==> config.mk <==
export PLATFORM = sky130hd
export DESIGN_NAME = pool_scheduler
export DESIGN_NICKNAME = d
export VERILOG_FILES = /design/src/rtl/pool_scheduler.sv
export SDC_FILE = /design/constraint.sdc
export NUM_CORES = 1
export LEC_CHECK = 0
export CAP_MARGIN = 10
export CORE_MARGIN = 2
export CORE_UTILIZATION = 43
export CTS_CLUSTER_SIZE = 25
export DETAILED_ROUTE_END_ITERATION = 7
export PLACE_DENSITY = 0.91
export SYNTH_ARGS = -nofsm -noshare
export SYNTH_HDL_FRONTEND = slang
export SYNTH_SLANG_ARGS = --single-unit
==> constraint.sdc <==
create_clock -name clock -period 5.9 [get_ports clock]
set_clock_uncertainty 0.2 [all_clocks]
set_input_delay 0.59 -clock clock [delete_from_list [all_inputs] [get_ports clock]]
set_output_delay 0.59 -clock clock [all_outputs]
set_load 0.05 [all_outputs]
==> src/rtl/pool_scheduler.sv <==
// Round-robin scheduler that locks one max-pool engine to a channel for a whole frame (feed, then drain).
// One cycle of grant overhead per frame; beat paths are combinational, so stalls pass straight through valid/ready.
package mnist_pkg;
  typedef logic [15:0] feature_type;
  localparam int FW = $bits(feature_type);
endpackage

module pool_scheduler
  import mnist_pkg::*;
#(
  parameter int NUM_CH       = 4,
  parameter int IMAGE_HEIGHT = 28,
  parameter int IMAGE_WIDTH  = 28,
  parameter int ROW_STRIDE   = 2,
  parameter int COL_STRIDE   = 2
) (
  input  logic                      clock,
  input  logic                      reset_n,
  input  logic [NUM_CH-1:0]         in_valid,
  output logic [NUM_CH-1:0]         in_ready,
  input  logic [NUM_CH*FW-1:0]      in_data,
  output logic                      eng_in_valid,
  input  logic                      eng_in_ready,
  output logic [FW-1:0]             eng_in_data,
  input  logic                      eng_out_valid,
  output logic                      eng_out_ready,
  input  logic [FW-1:0]             eng_out_data,
  output logic [NUM_CH-1:0]         out_valid,
  input  logic [NUM_CH-1:0]         out_ready,
  output logic [FW-1:0]             out_data,
  output logic [$clog2(NUM_CH)-1:0] grant,
  output logic                      busy,
  output logic                      proto_err,
  output logic [15:0]               frames_done
);

  localparam int IN_BEATS  = IMAGE_HEIGHT * IMAGE_WIDTH;
  localparam int OUT_BEATS = (IMAGE_HEIGHT / ROW_STRIDE) * (IMAGE_WIDTH / COL_STRIDE);
  localparam int GW        = $clog2(NUM_CH);
  localparam int ICW       = $clog2(IN_BEATS);
  localparam int OCW       = $clog2(OUT_BEATS);

  typedef enum logic [1:0] {IDLE, FEED, DRAIN} state_t;

  state_t         state;
  logic [GW-1:0]  rr_ptr;
  logic [ICW-1:0] in_cnt;
  logic [OCW-1:0] out_cnt;
  logic           pick_vld;
  logic [GW-1:0]  pick_idx;
  logic [GW-1:0]  next_ptr;
  logic           in_xfer;
  logic           out_xfer;

  // Walk downward so the lowest offset from rr_ptr overwrites any later candidate.
  always_comb begin
    int cand;
    cand     = 0;
    pick_vld = 1'b0;
    pick_idx = '0;
    for (int k = NUM_CH - 1; k >= 0; k--) begin
      cand = int'(rr_ptr) + k;
      if (cand >= NUM_CH) cand = cand - NUM_CH;
      if (in_valid[cand]) begin
        pick_vld = 1'b1;
        pick_idx = GW'(cand);
      end
    end
  end

  assign next_ptr = (grant == GW'(NUM_CH - 1)) ? '0 : grant + GW'(1);

  // Data buses are zeroed outside their owning state so an idle block drives all-zero outputs.
  always_comb begin
    in_ready      = '0;
    eng_in_valid  = 1'b0;
    eng_in_data   = '0;
    out_valid     = '0;
    eng_out_ready = 1'b0;
    out_data      = '0;
    case (state)
      FEED: begin
        eng_in_valid    = in_valid[grant];
        eng_in_data     = in_data[int'(grant)*FW +: FW];
        in_ready[grant] = eng_in_ready;
      end
      DRAIN: begin
        out_valid[grant] = eng_out_valid;
        eng_out_ready    = out_ready[grant];
        out_data         = eng_out_data;
      end
      default: ;
    endcase
  end

  assign in_xfer  = eng_in_valid & eng_in_ready;
  assign out_xfer = eng_out_valid & eng_out_ready;

  always_ff @(posedge clock or negedge reset_n) begin
    if (!reset_n) begin
      state       <= IDLE;
      grant       <= '0;
      rr_ptr      <= '0;
      in_cnt      <= '0;
      out_cnt     <= '0;
      busy        <= 1'b0;
      proto_err   <= 1'b0;
      frames_done <= '0;
    end else begin
      if (eng_out_valid && state != DRAIN) proto_err <= 1'b1;
      case (state)
        IDLE: begin
          if (pick_vld) begin
            grant  <= pick_idx;
            in_cnt <= '0;
            busy   <= 1'b1;
            state  <= FEED;
          end
        end
        FEED: begin
          if (in_xfer) begin
            in_cnt <= in_cnt + ICW'(1);
            if (in_cnt == ICW'(IN_BEATS - 1)) begin
              out_cnt <= '0;
              state   <= DRAIN;
            end
          end
        end
        DRAIN: begin
          if (out_xfer) begin
            out_cnt <= out_cnt + OCW'(1);
            if (out_cnt == OCW'(OUT_BEATS - 1)) begin
              rr_ptr      <= next_ptr;
              frames_done <= frames_done + 16'd1;
              busy        <= 1'b0;
              state       <= IDLE;
            end
          end
        end
        default: state <= IDLE;
      endcase
    end
  end

endmodule

### Word level (Yosys, flattened, before mapping)

Cells that the tools add are included.

* bits in registers: 42
* input bits: 92

* add/sub/neg operators: 11
* $lt $le $gt $ge: 10
* muxes and demuxes: 54
* bitwise operators: 4
* equality and inequality tests: 11
* reductions and logical operators: 12
* shift-type cells: 1

Operators by type and width (count)
* 32-bit by 4-bit < comparator with 1-bit output (second input constant): 4
* 32-bit 2-to-1 mux: 4
* 64-bit by 7-bit variable part select with 16-bit output: 1
* 16-bit 2-to-1 mux: 2
* 8-bit 2-to-1 mux: 3
* 1-bit 2-to-1 mux: 20
* 10-bit 2-to-1 mux: 2
* 2-bit 2-to-1 mux: 10
* 10-bit one-hot mux with 2 select lines: 1
* 16-bit by 1-bit adder with 16-bit output (second input constant): 1
* 8-bit one-hot mux with 2 select lines: 1
* 1-bit binary-select mux with 2-bit select: 6
* 2-bit != test (second input constant): 6
* 3-bit by 3-bit subtractor with 4-bit output (second input constant): 3
* 10-bit by 1-bit adder with 10-bit output (second input constant): 1
* 10-bit equality test (second input constant): 1
* 3-bit greater-or-equal comparator (second input constant): 3
* 8-bit by 1-bit adder with 8-bit output (second input constant): 1
* 4-bit AND: 2
* 8-bit equality test (second input constant): 1
* 4-bit 2-to-1 mux: 2
* 4-bit AND reduction: 2
* 2-bit by 2-bit adder with 3-bit output (second input constant): 2
* 2-bit one-hot mux with 3 select lines: 1
* other kinds (17): 23

### Logic depth before layout (Yosys ltp)

Gate-level depths: netlist of run 1.

* depth after elaboration: 12
* depth in mapped cells: 6

### Least setup slack after synthesis of run 1

No wires, ideal clock.

* path type: register to output
* from: register grant[0]
* to: output eng_in_data[10]
* arrival: 2061 ps
* setup slack: 3049 ps
* data required time: 5110 ps
* cell stages (with the launch flop): 5
* cells stage by stage: dfrtp_1 buf_6 buf_2 mux4_2 and2_1

* longest elaborated chain between the ends: 2

RTL lines
* start: declaration: RTL line 31 `output logic [$clog2(NUM_CH)-1:0] grant,`
* start signal: assignment: RTL line 114 `grant <= pick_idx;`
* 64-bit by 7-bit variable part select with 16-bit output: RTL line 84 `eng_in_data = in_data[int'(grant)*FW +: FW];`
* 16-bit 2-to-1 mux: RTL line 81 `case (state)`
* end: declaration: RTL line 24 `output logic [FW-1:0] eng_in_data,`

No other way between the ends.

### Worst setup path after layout of run 1

* from: register grant[0]
* to: output eng_out_ready

* longest elaborated chain between the ends: 3

RTL lines
* 1-bit binary-select mux with 2-bit select: RTL line 89 `eng_out_ready = out_ready[grant];`
* 1-bit 2-to-1 mux (not written as such): RTL line 89
* 1-bit 2-to-1 mux: RTL line 81
* end: declaration: RTL line 26 `output logic eng_out_ready,`

No other way between the ends. The select of a mux whose other input is x is not followed.

==> insert_results.sql, run 1 <==
INSERT INTO impl_metrics (metric_group, metric, value, unit) VALUES
('outcome', 'run_status', 'finished, final reports clean', ''),
('clock_network', 'htreeDepth', '2', ''),
('grt', 'grt_max_degree', '43', ''),
('worst_setup_path', 'worstSetupEndpointType', 'output pin', ''),
('sta', 'final_min_period', '3750', 'ps'),
('flow_run', 'max-cap-violations', '0', ''),
('hold_path', 'min-delay-path-class', 'in2async', ''),
('detailed_routing', 'drt-vias-per-instance', '5.42', ''),
('clock_network', 'cts_setup_buffers', '0', ''),
('sta', 'portion_of_the_clock_cycle_consumed_by_the_worst_path_in_the_final_layout', '63.6', '%'),
('sta', 'setup-tns-final', '0', 'ps'),
('floorplanning', 'row_count', '29', ''),
('sta', 'hold_violations', '0', ''),
('synthesis', 'synth_seq_area_share', '37.0', '%'),
('pwr', 'p_leak', '1.90', 'nW'),
('layout', 'n_fill_cell', '473', ''),
('worst_setup_path', 'timing.critical_path.slowest_cell_delay', '770', 'ps'),
('detailed_routing', 'via_count', '2743', ''),
('worst_setup_path', 'worst_ep_required_time', '5110', 'ps'),
('clock_network', 'cts_tree', 'done', ''),
('worst_setup_path', 'crit_path_cell_trace', 'buf_4 -> mux4_2 -> and2_1 -> clkdlybuf4s50_1', ''),
('pwr', 'largest_vdd_supply_drop', '0.154', 'mV'),
('detailed_routing', 'route.antenna.remaining_nets', '0', ''),
('placement', 'dp_hpwl', '7.13', 'mm'),
('sta', 'tightest_slew', '1120', 'ps'),
('floorplanning', 'die_width', '85.2', 'µm'),
('floorplanning', 'boundaryPins', '154', ''),
('sta', 'final_max_slew_viol_count', '0', ''),
('pwr', 'report.power.total', '944', 'µW'),
('detailed_routing', 'drt_drc_violations_left', '0', ''),
('placement', 'globalplace.congestion', '0.861', ''),
('sta', 'rel_slew_slack', '25.4', '%'),
('detailed_routing', 'drt-pass1-iter-count', '4', ''),
('clock_network', 'cts.clk_slew.worst_paths', '80', 'ps'),
('pwr', 'powerDensity', '210', 'mW/mm²'),
('grt', 'grt_pass1_vias', '2640', ''),
('layout', 'final_core_utilization', '70.7', '%'),
('synthesis', 'syn_area', '0.00284', 'mm²'),
('clock_network', 'cts_buffers', '5', ''),
('floorplanning', 'design.die.area', '0.00727', 'mm²'),
('worst_setup_path', 'startpoint_type', 'flop', ''),
('worst_setup_path', 'crit_arrival', '2960', 'ps'),
('grt', 'grt_antenna_before_repair', '0', ''),
('synthesis', 'synth_cells', '281', ''),
('worst_setup_path', 'crit_path_top_delay_cell', 'dfrtp_1', ''),
('layout', 'syn_to_final_growth', '58.3', '%'),
('clock_network', 'holdBufCountCts', '0', ''),
('synthesis', 'syn_nets', '380', ''),
('grt', 'grt_pass1_wl', '14.1', 'mm'),
('grt', 'global_route.overflow_total', '0', ''),
('sta', 'finalSetupViolCount', '0', ''),
('placement', 'numPortBuffers', '153', ''),
('sta', 'rsz0062_at_grt', 'false', ''),
('detailed_routing', 'wire_per_inst', '18.0', 'µm'),
('floorplanning', 'die_height', '85.2', 'µm'),
('layout', 'layout-drive-gt1-share', '7.23', '%'),
('clock_network', 'numClockSinks', '42', ''),
('worst_setup_path', 'crit_path_max_fanout', '12', ''),
('floorplanning', 'floorplan.initialDensity', '44.7', '%'),
('layout', 'layout_common_cells', 'clkdlybuf4s50_1, and2_1, dfrtp_1', ''),
('layout', 'mostFrequentLayoutCell', 'clkdlybuf4s50_1', ''),
('detailed_routing', 'postRouteWirelength', '9.08', 'mm'),
('worst_setup_path', 'path_class', 'reg2out', ''),
('layout', 'finish.net_count', '527', ''),
('clock_network', 'max-clock-path-buffers', '2', ''),
('grt', 'grt_util_all_layers', '24.5', '%'),
('placement', 'dpl.cell_count', '498', ''),
('layout', 'non_filler_instances', '506', ''),
('floorplanning', 'core_footprint', '0.00635', 'mm²'),
('worst_setup_path', 'ff2ff_setup_slack', '3090', 'ps'),
('layout', 'antenna-diode-count', '0', ''),
('clock_network', 'ctsRootBufferMaster', 'clkbuf_8', ''),
('detailed_routing', 'drt_first_iter_violations', '141', ''),
('clock_network', 'post_cts_resized', '0', ''),
('clock_network', 'clock_latency_at_the_later_pin_of_the_worst_skew_pair', '300', 'ps'),
('sta', 'achievable-frequency', '267', 'MHz'),
('synthesis', 'synth-seq-cells', '42', ''),
('synthesis', 'synth_area_per_cell', '10.1', 'µm²'),
('synthesis', 'netlist_cell_types', '38', ''),
('synthesis', 'ys.warnings.count', '0', '');
metal layers:
metal  part of all wire [%]  vias up  wire (µm)  GRT usage [%]
li1                       -     1301          -              -
met1                     42     1351       3810           32.7
met2                     51       81       4660           41.6
met3                    5.6       10        507           5.06
met4                    1.2        0        105           5.19
met5                      0        -          0              0
worst paths after layout:
kind | start | endpoint | cells past startpoint
worst max-delay path | grant[0] | eng_out_ready | 4
worst min-delay path | reset_n | in_cnt[7] | 1
worst max register to register | grant[0] | frames_done[9] | 5
worst min register to register | frames_done[15] | frames_done[15] | 1
max in group asynchronous | reset_n | out_cnt[6] | 1
min in group clock | frames_done[15] | frames_done[15] | 1
registers in the layout (all words and copies together) (netlist names):
name         cells
busy             1
frames_done     16
grant            2
in_cnt          10
out_cnt          8
proto_err        1
rr_ptr           2
state            2
cells by family (layout without fill, tap and decap cells):
| group | after synthesis | in the layout | synth area share (%) |
|---|---|---|---|
| AOI/OAI and AO/OA | 22 | 22 | 4.85 |
| xor gates and xnor gates | 22 | 22 | 6.79 |
| adders and majority gates | 7 | 7 | 3.09 |
| buffers and inverters | 22 | 170 | 3.57 |
| DFF | 42 | 42 | 37.0 |
| muxes | 22 | 22 | 15.7 |
| and+or+nand+nor | 144 | 144 | 29.0 |
layout make-up:
cell class | instances | area (µm²) | area share (%)
multi-input combinational | 217 | 1690 | 37.5
tap | 77 | 96.3 | 2.14
inverter | 8 | 30.0 | 0.669
clock buffer | 6 | 82.6 | 1.84
timing repair buffer | 154 | 1530 | 34.2
sequential | 42 | 1050 | 23.4
clock inverter | 2 | 12.5 | 0.279
where the power goes:
part	total (mW)	switching [mW]	internal (mW)
Combinational	0.409	0.214	0.195
Sequential	0.340	0.0355	0.304
Clock	0.195	0.101	0.0940
per-stage QoR:
stage / cell area, µm² / hold WS (ps) / worst slack (ps)
after floorplan: 2840 / 94.4 / 3050
after global placement: 4400 / 265 / 2460
after detailed placement: 4400 / 261 / 2430
after CTS: 4490 / 246 / 2090
after global routing: 4490 / 289 / 1980
final: 4490 / 216 / 2150
synth_stat cells, drive strengths merged:
cell    number  share of area (%)
and2        44                9.8
dfrtp       42                 37
nand2       27                3.7
mux4        18                 14
xor2        15                4.6
nand3       12                2.1
nor2        12                1.6
nand4        9                2.2
nor3         9                1.6
clkbuf       8                1.1
inv          8                1.1
and4         7                2.2
ha           7                3.1
xnor2        7                2.2
buf          6                1.5
o21ai        6                1.1
a21oi        5               0.88
and3         5                1.1
mux2i        4                1.4
nor4         4               0.88
or3          4               0.88
or4          4                1.1
o211ai       3               0.79
a21o         2               0.53
and3b        2               0.62
nor2b        2               0.44
nor3b        2               0.53
o21bai       2               0.53
nor4bb       1               0.35
o21a         1               0.26
o221ai       1               0.31
o22ai        1               0.22
o31ai        1               0.26
critical path: cells and delay by family, from the launching register on:
kind	cells	cell delay, ps
simple gates	1	200
mux	1	630
buf+inv	2	1050
flops	1	770
No activity file was read; power rests on OpenSTA's default activity.
==> inputs of run 2 (changes only) <==
- CORE_UTILIZATION: 43 -> 40
- PLACE_DENSITY: 0.91 -> 0.86
- clock period: 5.9 -> 3.5 ns (I/O delays scaled with it)
==> insert_results.sql, run 2 (synthesis results as in run 1) <==
INSERT INTO impl_metrics (metric_group, metric, value, unit) VALUES
('floorplanning', 'core_footprint', '0.00683', 'mm²'),
('layout', 'layout-drive-gt1-share', '8.53', '%'),
('floorplanning', 'die_height', '88.2', 'µm'),
('pwr', 'combinationalPowerShare', '44.6', '%'),
('worst_setup_path', 'path_class', 'reg2out', ''),
('pwr', 'powerDensity', '349', 'mW/mm²'),
('floorplanning', 'floorplan.initialDensity', '41.5', '%'),
('layout', 'non_filler_instances', '530', ''),
('grt', 'grt_antenna_before_repair', '0', ''),
('grt', 'grt_pass1_wl', '13.4', 'mm'),
('floorplanning', 'design.die.area', '0.00778', 'mm²'),
('detailed_routing', 'route.antenna.remaining_nets', '0', ''),
('placement', 'dpl.cell_count', '522', ''),
('clock_network', 'holdBufCountCts', '0', ''),
('clock_network', 'cts_tree', 'done', ''),
('layout', 'finish.net_count', '532', ''),
('floorplanning', 'row_count', '30', ''),
('flow_run', 'max-cap-violations', '0', ''),
('pwr', 'power.switching', '579', 'µW'),
('sta', 'achievable-frequency', '326', 'MHz'),
('hold_path', 'min-delay-path-class', 'in2async', ''),
('clock_network', 'numClockSinks', '42', ''),
('pwr', 'clock_power_share', '20.4', '%'),
('layout', 'antenna-diode-count', '0', ''),
('clock_network', 'max-clock-path-buffers', '2', ''),
('pwr', 'report.power.total', '1.58', 'mW'),
('clock_network', 'cts.clk_slew.worst_paths', '80', 'ps'),
('clock_network', 'post_cts_resized', '0', ''),
('grt', 'grt_util_all_layers', '22.1', '%'),
('placement', 'globalplace.congestion', '0.889', ''),
('clock_network', 'htreeDepth', '2', ''),
('detailed_routing', 'drt_drc_violations_left', '0', ''),
('worst_setup_path', 'worstSetupEndpointType', 'output pin', ''),
('layout', 'flip_flop_count_of_the_largest_register_all_copies_and_words_added', '16', ''),
('layout', 'regMostFlops', 'frames_done', ''),
('grt', 'grt_pass1_vias', '2665', ''),
('sta', 'timing.hold.ws', '-9.71', 'ps'),
('pwr', 'cell_internal_pwr', '1.01', 'mW'),
('worst_setup_path', 'crit_path_max_fanout', '16', ''),
('sta', 'rsz0062_at_grt', 'false', ''),
('layout', 'mostFrequentLayoutCell', 'clkdlybuf4s50_1', ''),
('detailed_routing', 'drt-pass1-iter-count', '4', ''),
('sta', 'tightest_slew', '925', 'ps'),
('sta', 'finalSetupViolCount', '0', ''),
('outcome', 'violations', 'hold timing', ''),
('layout', 'syn_to_final_growth', '60.1', '%'),
('placement', 'numPortBuffers', '153', ''),
('pwr', 'p_leak', '1.92', 'nW'),
('detailed_routing', 'postRouteWirelength', '8.94', 'mm'),
('grt', 'global_route.overflow_total', '0', ''),
('sta', 'portion_of_the_clock_cycle_consumed_by_the_worst_path_in_the_final_layout', '87.7', '%'),
('floorplanning', 'boundaryPins', '154', ''),
('worst_setup_path', 'startpoint_type', 'flop', ''),
('detailed_routing', 'drt_first_iter_violations', '206', ''),
('layout', 'layout_common_cells', 'clkdlybuf4s50_1, and2_1, dfrtp_1', ''),
('sta', 'final_min_period', '3070', 'ps'),
('worst_setup_path', 'crit_arrival', '2520', 'ps'),
('detailed_routing', 'via_count', '2755', ''),
('floorplanning', 'die_width', '88.2', 'µm'),
('pwr', 'sw_frac_of_total', '36.5', '%'),
('clock_network', 'cts_setup_buffers', '0', ''),
('detailed_routing', 'drt-vias-per-instance', '5.20', ''),
('outcome', 'run_status', 'finished, violations left', ''),
('clock_network', 'clock_latency_at_the_later_pin_of_the_worst_skew_pair', '290', 'ps'),
('worst_setup_path', 'worst_ep_required_time', '2950', 'ps'),
('pwr', 'seq_power_share', '35.0', '%'),
('placement', 'dp_hpwl', '6.99', 'mm'),
('grt', 'grt_max_degree', '43', ''),
('layout', 'largest_registers', 'frames_done x16, in_cnt x10, out_cnt x8', ''),
('clock_network', 'cts_buffers', '5', ''),
('sta', 'setup-tns-final', '0', 'ps'),
('sta', 'hold_violations', '16', ''),
('detailed_routing', 'wire_per_inst', '16.9', 'µm'),
('sta', 'rel_slew_slack', '38.3', '%'),
('sta', 'final_max_slew_viol_count', '0', ''),
('pwr', 'largest_vdd_supply_drop', '0.225', 'mV'),
('clock_network', 'ctsRootBufferMaster', 'clkbuf_8', '');
## run 2: worst paths after layout
| path | cells after the start | from | to | slack, ps |
|---|---|---|---|---|
| setup reg to reg | 5 | grant[1] | frames_done[9] | 840 |
| setup / recovery | 4 | grant[1] | eng_in_data[8] | 430 |
| hold reg to reg | 1 | proto_err | proto_err | 280 |
| min in group clock | 1 | proto_err | proto_err | 280 |
| max in group asynchronous | 1 | reset_n | out_cnt[1] | 2530 |
| hold / removal | 1 | reset_n | in_cnt[7] | -10 |
## run 2: metal layers
layer	GRT usage [%]	share of wire, %
met5	0	0
met4	5.37	1.4
met3	5.32	6.8
met2	38.3	52
met1	28.1	40
## run 2: cell type report
cell class | instances | area (µm²)
flip-flops and latches | 42 | 1050
clock inverters | 1 | 5.00
fillers | 551 | 2290
well taps | 96 | 120
clock buffers | 7 | 86.3
inverters | 8 | 30.0
repair buffers | 159 | 1570
multi-input cells | 217 | 1690
## run 2: worst max-delay path: stages (launching register included)
cell	delay, ps
dfrtp_1	770
buf_4	280
mux4_2	300
and2_1	180
clkdlybuf4s50_1	700
## run 2: power by group through the flow
stage               Clock (mW)  Combinational (mW)  Sequential, mW
detailed placement           0               0.710           0.565
global placement             0               0.699           0.560
CTS                      0.333               0.712           0.554
floorplan                    0               0.432           0.566
finish                   0.323               0.706           0.555
global route             0.352               0.749           0.559
## run 2: stage by stage
step / hold WS (ps) / area (µm²) / util (%) / worst slack [ps]
after floorplan: -146 / 2840 / - / 889
after global placement: 255 / 4450 / 65.2 / 762
after detailed placement: 273 / 4450 / 65.2 / 727
after CTS: 18.6 / 4540 / 66.5 / 405
after global routing: 72.7 / 4540 / 66.5 / 341
final: -9.71 / 4540 / 66.5 / 431
==> inputs of run 3 (changes only) <==
- ABC_AREA: not set -> 1
- CORE_UTILIZATION: 40 -> 43
- CTS_CLUSTER_SIZE: 25 -> 16
==> insert_results.sql, run 3 <==
INSERT INTO impl_metrics (metric_group, metric, value, unit) VALUES
('outcome', 'run_status', 'finished, violations left', ''),
('outcome', 'violations', 'hold timing', ''),
('synthesis', 'synth-seq-cells', '42', ''),
('synthesis', 'synth_area_per_cell', '6.36', 'µm²'),
('synthesis', 'post_synth_most_frequent_cells', 'nand2_1, nor2_1, inv_1', ''),
('synthesis', 'netlist_cell_types', '36', ''),
('pwr', 'p_leak', '2.37', 'nW'),
('grt', 'grt_util_all_layers', '22.4', '%'),
('clock_network', 'cts_tree', 'done', ''),
('placement', 'numPortBuffers', '153', ''),
('grt', 'grt_pass1_wl', '16.3', 'mm'),
('floorplanning', 'die_width', '94.2', 'µm'),
('sta', 'final_max_slew_viol_count', '0', ''),
('synthesis', 'syn_area', '0.00350', 'mm²'),
('sta', 'rsz0062_at_grt', 'false', ''),
('floorplanning', 'core_footprint', '0.00781', 'mm²'),
('detailed_routing', 'drt-vias-per-instance', '4.96', ''),
('hold_path', 'min-delay-path-class', 'in2async', ''),
('layout', 'regMostFlops', 'frames_done', ''),
('clock_network', 'post_cts_resized', '0', ''),
('detailed_routing', 'route.antenna.remaining_nets', '0', ''),
('floorplanning', 'floorplan.initialDensity', '44.8', '%'),
('clock_network', 'numClockSinks', '42', ''),
('synthesis', 'yosys.cell_count.top_type', 'nand2_1', ''),
('sta', 'tightest_slew', '913', 'ps'),
('worst_setup_path', 'worstSetupEndpointType', 'output pin', ''),
('flow_run', 'max-cap-violations', '0', ''),
('clock_network', 'cts.clk_slew.worst_paths', '80', 'ps'),
('layout', 'largest_registers', 'frames_done x16, in_cnt x10, out_cnt x8', ''),
('floorplanning', 'row_count', '32', ''),
('synthesis', 'syn_nets', '649', ''),
('clock_network', 'cts_setup_buffers', '0', ''),
('synthesis', 'synthDominantAreaCellType', 'dfrtp_1', ''),
('detailed_routing', 'drt-pass1-iter-count', '8', ''),
('sta', 'rel_slew_slack', '39.1', '%'),
('clock_network', 'max-clock-path-buffers', '2', ''),
('worst_setup_path', 'startpoint_type', 'flop', ''),
('layout', 'finish.net_count', '795', ''),
('clock_network', 'cts_buffers', '5', ''),
('sta', 'finalSetupViolCount', '0', ''),
('clock_network', 'clock_latency_at_the_later_pin_of_the_worst_skew_pair', '290', 'ps'),
('synthesis', 'synthFlopType', 'dfrtp_1', ''),
('placement', 'dp_hpwl', '7.92', 'mm'),
('grt', 'global_route.overflow_total', '0', ''),
('placement', 'globalplace.congestion', '0.967', ''),
('sta', 'final_min_period', '2850', 'ps'),
('clock_network', 'htreeDepth', '2', ''),
('synthesis', 'synth_async_sr_flop_share', '100', '%'),
('worst_setup_path', 'crit_path_max_fanout', '20', ''),
('synthesis', 'netlist.area_leader.share', '30.1', '%'),
('synthesis', 'main_area_contributors_after_synthesis', 'dfrtp_1, nand2_1, nor2_1', ''),
('detailed_routing', 'wire_per_inst', '12.7', 'µm'),
('synthesis', 'synth_cells', '550', ''),
('floorplanning', 'die_height', '94.2', 'µm'),
('pwr', 'powerDensity', '583', 'mW/mm²'),
('layout', 'layout_common_cells', 'clkdlybuf4s50_1, nand2_1, nor2_1', ''),
('pwr', 'largest_vdd_supply_drop', '0.274', 'mV'),
('synthesis', 'synth_seq_area_share', '30.1', '%'),
('detailed_routing', 'drt_drc_violations_left', '0', ''),
('synthesis', 'ys.warnings.count', '0', ''),
('layout', 'final_core_utilization', '65.3', '%'),
('clock_network', 'ctsRootBufferMaster', 'clkbuf_8', ''),
('detailed_routing', 'via_count', '3956', ''),
('clock_network', 'holdBufCountCts', '0', ''),
('sta', 'timing.hold.ws', '-12.0', 'ps'),
('detailed_routing', 'drt_first_iter_violations', '152', ''),
('layout', 'mostFrequentLayoutCell', 'clkdlybuf4s50_1', ''),
('layout', 'syn_to_final_growth', '45.7', '%'),
('worst_setup_path', 'path_class', 'reg2out', ''),
('sta', 'portion_of_the_clock_cycle_consumed_by_the_worst_path_in_the_final_layout', '81.4', '%'),
('synthesis', 'post_synth_edffs', '0', ''),
('floorplanning', 'design.die.area', '0.00887', 'mm²'),
('worst_setup_path', 'worst_ep_required_time', '2950', 'ps'),
('layout', 'layout-drive-gt1-share', '10.9', '%'),
('grt', 'grt_pass1_vias', '3796', ''),
('floorplanning', 'boundaryPins', '154', ''),
('layout', 'n_fill_cell', '686', ''),
('grt', 'grt_antenna_before_repair', '0', ''),
('sta', 'setup-tns-final', '0', 'ps'),
('layout', 'flip_flop_count_of_the_largest_register_all_copies_and_words_added', '16', ''),
('grt', 'grt_max_degree', '43', ''),
('worst_setup_path', 'crit_arrival', '2300', 'ps'),
('layout', 'antenna-diode-count', '0', ''),
('sta', 'achievable-frequency', '351', 'MHz'),
('detailed_routing', 'postRouteWirelength', '10.1', 'mm'),
('sta', 'hold_violations', '9', '');
[run 3: changes by cell type after synthesis, moves of 18 or more]
cell | before | now
nand2_1 | 26 | 125
o21ai_0 | 6 | 40
and2_1 | 43 | 2
mux4_2 | 18 | 0
nor2_1 | 12 | 118
inv_1 | 8 | 59
[run 3: through the flow]
stage	hold WS [ps]	cell area (µm²)	power, mW	cells	worst slack, ps
final	-12.0	5100	2.97	798	651
after global routing	71.8	5100	3.18	798	510
after CTS	22.4	5100	2.99	798	620
after detailed placement	268	5020	2.69	791	761
after global placement	266	5020	2.65	791	761
after floorplan	-146	3500	2.09	550	751
[run 3: critical path, stage by stage, from the launching register on]
cell and delay, ps:
dfrtp_1 410, inv_1 70, nand2_1 40, buf_4 200
nor2_2 260, inv_1 130, nor2_1 100, clkdlybuf4s50_1 800
[run 3: path summary, 6_finish.rpt]
check / slack, ps / start / cells after the start / endpoint
hold / removal: -10 / reset_n / 1 / frames_done[8]
max in group asynchronous: 2540 / reset_n / 1 / frames_done[5]
setup / recovery: 650 / state[0] / 7 / out_valid[3]
min in group clock: 290 / busy / 2 / busy
hold reg to reg: 290 / busy / 2 / busy
setup reg to reg: 1110 / grant[0] / 9 / frames_done[12]
[run 3: kinds of logic after synthesis]
| logic type | Yosys count | share of synthesized area (%) |
|---|---|---|
| AND/OR/NAND/NOR | 318 | 40.0 |
| buffers and inverters | 84 | 10.4 |
| AO/OA/AOI/OAI | 82 | 12.8 |
| flip-flops | 42 | 30.1 |
| XOR/XNOR | 17 | 4.26 |
| adder cells (fa/ha/maj) | 7 | 2.50 |
[run 3: where the power goes]
part / switching [mW] / internal (mW) / total [mW]
Sequential: 0.0582 / 0.534 / 0.592
Clock: 0.160 / 0.134 / 0.294
Combinational: 1.45 / 0.641 / 2.09
[run 3: cell type report]
cell class | instances | area, µm² | area share, %
Clock buffer | 5 | 68.8 | 1.35
Clock inverter | 2 | 10.0 | 0.196
Inverter | 65 | 246 | 4.84
Multi-Input combinational cell | 424 | 2080 | 40.9
Sequential cell | 42 | 1050 | 20.6
Tap cell | 102 | 128 | 2.50
Timing Repair Buffer | 158 | 1510 | 29.6
[run 3: per-layer routing]
metal / global-route usage (%) / vias up / routed length [µm]
li1: - / 2010 / -
met5: 0 / - / 0
met4: 7.61 / 0 / 174
met1: 25.7 / 1805 / 4180
met2: 41.0 / 123 / 5060
met3: 4.74 / 18 / 706
